[config.mk]
export PLATFORM = sky130hd
export DESIGN_NAME = direction_input_ctrl
export DESIGN_NICKNAME = d
export VERILOG_FILES = /design/src/rtl/direction_input_ctrl.sv
export SDC_FILE = /design/constraint.sdc
export NUM_CORES = 1
export LEC_CHECK = 0
export ABC_AREA = 1
export CAP_MARGIN = 10
export CORE_ASPECT_RATIO = 0.6
export CORE_MARGIN = 5
export CORE_UTILIZATION = 50
export CTS_CLUSTER_DIAMETER = 30
export CTS_CLUSTER_SIZE = 20
export DETAILED_ROUTE_END_ITERATION = 8
export PLACE_DENSITY_LB_ADDON = 0.2
export SYNTH_ARGS = -nofsm -noshare
export SYNTH_HDL_FRONTEND = slang
export SYNTH_SLANG_ARGS = --single-unit
[constraint.sdc]
create_clock -name clk -period 3.8 [get_ports clk]
set_clock_uncertainty 0.15 [all_clocks]
set_input_delay 0.57 -clock clk [delete_from_list [all_inputs] [get_ports clk]]
set_output_delay 0.57 -clock clk [all_outputs]
set_load 0.01 [all_outputs]
[src/rtl/direction_input_ctrl.sv]
// Push-button front end for the game FSM: synchronise, debounce and edge-detect
// four buttons, then hold one one-hot move command until the consumer takes it.
module direction_input_ctrl #(
    parameter int unsigned DEBOUNCE_CYCLES = 500000,
    parameter int unsigned CNT_WIDTH       = 20,
    parameter bit          BTN_ACTIVE_LOW  = 1'b1
) (
    input  logic       clk,
    input  logic       rst,
    input  logic       btn_up,
    input  logic       btn_down,
    input  logic       btn_left,
    input  logic       btn_right,
    input  logic       dir_ready,
    output logic [3:0] direction,
    output logic       dir_valid,
    output logic [3:0] btn_level,
    output logic       dropped
);

    typedef enum logic {
        EMPTY,
        PENDING
    } state_t;

    localparam logic [CNT_WIDTH-1:0] CNT_LAST = CNT_WIDTH'(DEBOUNCE_CYCLES - 1);

    state_t                 state;
    logic [3:0]             raw_pressed;
    logic [3:0]             in_q;
    logic [3:0]             sync_meta;
    logic [3:0]             sync;
    logic [2:0]             flush;
    logic [3:0]             armed;
    logic [3:0]             btn_level_d;
    logic [CNT_WIDTH-1:0]   cnt [4];
    logic [3:0]             event_vec;
    logic [3:0]             grant;
    logic                   multi;

    assign raw_pressed = BTN_ACTIVE_LOW ? ~{btn_right, btn_left, btn_down, btn_up}
                                        :  {btn_right, btn_left, btn_down, btn_up};

    // Capture register ahead of the two-flop synchroniser sets the press-to-level
    // latency at DEBOUNCE_CYCLES+2; flush marks when sync carries post-reset samples.
    always_ff @(posedge clk or posedge rst) begin
        if (rst) begin
            in_q      <= '0;
            sync_meta <= '0;
            sync      <= '0;
            flush     <= '0;
            armed     <= '0;
        end else begin
            in_q      <= raw_pressed;
            sync_meta <= in_q;
            sync      <= sync_meta;
            flush     <= {flush[1:0], 1'b1};
            // A button only produces events once it has been seen released since reset.
            armed     <= armed | (~sync & {4{flush[2]}});
        end
    end

    always_ff @(posedge clk or posedge rst) begin
        if (rst) begin
            for (int unsigned i = 0; i < 4; i++) begin
                cnt[i] <= '0;
            end
            btn_level   <= '0;
            btn_level_d <= '0;
        end else begin
            for (int unsigned i = 0; i < 4; i++) begin
                if (sync[i] == btn_level[i]) begin
                    cnt[i] <= '0;
                end else if (cnt[i] == CNT_LAST) begin
                    btn_level[i] <= sync[i];
                    cnt[i]       <= '0;
                end else begin
                    cnt[i] <= cnt[i] + CNT_WIDTH'(1);
                end
            end
            btn_level_d <= btn_level;
        end
    end

    // Lowest set bit wins: up > down > left > right.
    assign event_vec = btn_level & ~btn_level_d & armed;
    assign grant     = event_vec & (~event_vec + 4'd1);
    assign multi     = |(event_vec & ~grant);

    always_ff @(posedge clk or posedge rst) begin
        if (rst) begin
            state     <= EMPTY;
            direction <= '0;
            dir_valid <= 1'b0;
            dropped   <= 1'b0;
        end else begin
            dropped <= 1'b0;
            case (state)
                EMPTY: begin
                    if (|event_vec) begin
                        direction <= grant;
                        dir_valid <= 1'b1;
                        dropped   <= multi;
                        state     <= PENDING;
                    end
                end
                PENDING: begin
                    if (|event_vec) begin
                        dropped <= 1'b1;
                    end
                    if (dir_ready) begin
                        direction <= '0;
                        dir_valid <= 1'b0;
                        state     <= EMPTY;
                    end
                end
                default: begin
                    state     <= EMPTY;
                    direction <= '0;
                    dir_valid <= 1'b0;
                end
            endcase
        end
    end

endmodule

==> results <==
- The floorplan has 30 rows.
- The buffer type at the clock tree root is sky130_fd_sc_hd__clkbuf_16.
- The clock-pin slew on the worst setup and hold paths is 0.05 ns.
- The TritonCTS sink count is approximately 110.
- The multiplexer share of the synthesized area is 0.
- The instance area at placement is between 6000 and 7000 sq um.
- Synthesis inferred ~110 register bits.
- After clock tree synthesis, the setup repair step added 0 buffers.
- The overall routing resource usage is 0.2021.
- The total detailed-routing wirelength is approximately 13000 um.
- Adding up every negative setup slack in the final design gives 0 ns.
- Along the worst hold path, the cell count comes to 0.
- 17 I/O pins were placed.
- After synthesis, the largest family of logic cells by area is simple AND/OR/NAND/NOR gates.
- The routed layout has 5082 vias.
- The share of total power in the clock network is 0.549.
- The classification of the worst setup path is flop to primary output.
- The first-pass iteration count of the detailed router is 7.
- Once the clock tree was built, the resizer swapped 0 gates to a different size.
- On the worst path, the slowest cell contributes a delay of approximately 0.6 ns.
- The core region is around 11000 sq um.
- The number of global-route vias before repair is 4537.
- The worst hold path begins at sync_meta[2].
- The worst hold path belongs to the class flop to flop.
- The hold-fix buffer count after cts is 0.
- Internal power comes to 2305 uW.
- Of the available clock period, the critical path in the final layout requires 0.5786.
- The detailed placement HPWL is ~9500 um.
- The cell taking the most area after synthesis is sky130_fd_sc_hd__dfrtp_1.
- The post-route antenna net violation count is 0.
- The floorplan step defined a die boundary enclosing about 14000 sq um.
- The level count of the clock H-tree is 4.
- The max-slew violation total from the final report is 0.
- Together, buffers and inverters on the worst path number 1.
- The signal on the critical path passes through clkdlybuf4s50_1.
- The net load switching power is just under 700 uW.
- On the critical path, the stage with the largest delay is an instance of sky130_fd_sc_hd__clkdlybuf4s50_1.
- The hold slack is between 0.15 and 0.2 ns.
- The fraction of the mapped netlist area in simple logic gates is 0.3575.
- Entering global routing, the biggest net connects 47 pins.
- The number of nets in the finished design is between 800 and 900.
- The initial antenna violation count was 0.
- The die is roughly 94 um tall.
- By area the synthesized netlist is led by sky130_fd_sc_hd__dfrtp_1 48%, sky130_fd_sc_hd__nor2_1 12%, sky130_fd_sc_hd__nand2_1 12%.
- The leakage power summed over all cells is between 0.003 and 0.004 uW.
- Headroom to the max-slew limit came out at 0.6625.
- The area growth from synthesis to final layout is 16.43%.
- The maximum root-to-sink buffer count is 2.
- The synthesized netlist occupies a cell area of 5894 sq um.
- The worst ir drop on vdd is 389.9 uV.
- The antenna cell count is 0.
- The worst setup path is captured at a primary output.
- In this run, the number of DRC markers left after iteration 0 of detailed routing was about 430.
- The number of distinct library cell variants in the gate-level netlist after synthesis is 27.
- The share of total power consumed by net switching is 0.2258.
- The clock reaches the later pin of the worst-skew pair after about 0.42 ns.
- The post-placement worst setup slack is between 1.5 and 2 ns.
- Routability-driven placement finished with a final weighted congestion of between 0.9 and 1.
- The area fraction of the dominant cell type after synthesis is 0.4840.
- The post-synthesis adder-cell area fraction is 0.008491.
- The final critical path time including I/O delays and setup is 2.199 ns.
- The count of endpoints failing setup in the final report is 0.
- The first global-routing pass estimated approximately 22000 um of wire.
- The type of origin of the critical path is a flop.
- The startpoint of the lowest-slack register-to-register path is cnt[20].
- After routing the design area is ~6900 sq um.
- The hold violation count in the final report was 0.
- Of the cells placed in the final design, the portion with a size suffix greater than 1 is 0.06755.
- The CTS tree is yes.
- The required time of the worst setup path is around 3.1 ns.
- Setup repair after global routing left no endpoint under its margin.
- Summed over all layers, the global routing overflow is 0.
- For this run, the top clock speed supported by timing is between 0.4 and 0.5 GHz.
- The top cell types in the final layout, fill and taps aside, are 187 x sky130_fd_sc_hd__nor2_1, 185 x sky130_fd_sc_hd__nand2_1, 114 x sky130_fd_sc_hd__dfrtp_1.
- Synthesis handed over a netlist of 784 instances.
- Synthesis produced a netlist with a net count of roughly 800.
- The count of maximum capacitance violations is 0.
- Data arrives at the worst endpoint at 1.48 ns.
- Of the synthesized area, sequential elements account for 0.4840.
- Of the total power, combinational logic draws 0.030.
- The most critical setup path has its startpoint at btn_level[0].
- The via density per instance is ~5.1.
- The maximum fanout along the worst path is 6.
- The initial utilization of the core area, before any placement, comes to 0.5166.
- The power per unit of standard cell area is between 400 and 500 nW/um^2.
- The routed length per placed instance is ~13 um.
- The area share of xor/xnor cells in the synthesized design is 0.05477.
- At the pin with the least slew margin, the transition time is slightly above 0.5 ns.
- The total power after layout is between 2000 and 3000 uW.
- The count of warnings emitted by yosys is 0.
- The number of clock buffers added by TritonCTS is 17.
- The count of cells along the worst register-to-register path is 6.
- The number of remaining DRC errors is 0.
- The flow ran to the end, and the final reports show no timing, DRC or antenna violations.
- Of the total power, registers draw 0.421.
- The synthesized area divided by synthesized cell count is ~7.5 sq um.
- The most common library cell in the layout ignoring fill and taps is sky130_fd_sc_hd__nor2_1.
- In this run the number of cells on the critical path is 1.
- The x dimension of the die is 150.2 um.
- The worst path meets setup with about 1.6 ns of slack.
- The compound-gate portion of the synthesized area came to 0.02632.
- The count of buffers added on input and output ports is 16.
- The cell class contributing the biggest share of worst-path delay is buffers and inverters.
## registers in the layout (all words and copies together) (netlist names)
signal and cells:
state 1, cnt 80, dir_valid 1, direction 4, in_q 4, sync 4, btn_level_d 4, btn_level 4
dropped 1, flush 3, armed 4, sync_meta 4
## through the flow
| stage | utilization | std cells |
|---|---|---|
| global placement | 0.5480 | 957 |
| detailed placement | 0.5480 | 957 |
| CTS | 0.6014 | 989 |
| finish | 0.6014 | 989 |
| floorplan | - | 784 |
| global route | 0.6014 | 989 |
## kinds of logic after synthesis
group | after synthesis
and+or+nand+nor | 497
other | 1
buffers and inverters | 104
AOI/OAI and AO/OA | 28
adders and majority gates | 4
DFF | 114
xor gates and xnor gates | 36
## cell usage after synthesis, drive strengths merged
library cell / number
nor2: 199
nand2: 191
dfrtp: 114
inv: 99
nand3: 70
xor2: 22
nand4: 16
xnor2: 14
o21ai: 12
a21oi: 10
nor3: 10
buf: 5
and2: 4
ha: 4
nor3b: 4
o21bai: 4
nand3b: 3
a211oi: 1
conb: 1
o211ai: 1
## routing by layer
layer	vias up	global-route usage	part of all wire
met2	223	0.2688	0.40
met3	11	0.06461	0.086
met5	-	0	0
li1	2502	-	-
met4	0	0.05327	0.0066
met1	2346	0.3112	0.51
## path summary, 6_finish.rpt
kind                                 to  slack [ns]
setup / recovery           btn_level[0]        1.60
hold / removal                  sync[2]        0.20
setup reg to reg                cnt[32]        2.03
hold reg to reg                 sync[2]        0.20
max in group asynchronous       cnt[53]        2.33
min in group asynchronous        cnt[1]        0.41
## layout make-up
cell class	count	area [sq um]
fill	1045	4548
sequential	114	2853
multi-input combinational	566	2639
clock buffer	18	429.2
inverter	99	374.1
tap	160	200.2
timing repair buffer	18	187.7
clock inverter	14	180.2
## power groups by stage
stage	registers, uW	clock network (uW)	logic (uW)
floorplan	1270	0	55.6
global placement	1270	0	89.6
detailed placement	1280	0	91.2
CTS	1250	1670	91.7
global route	1260	1740	104
finish	1250	1630	89.2
Note: power is estimated with default switching activity, not from simulation.
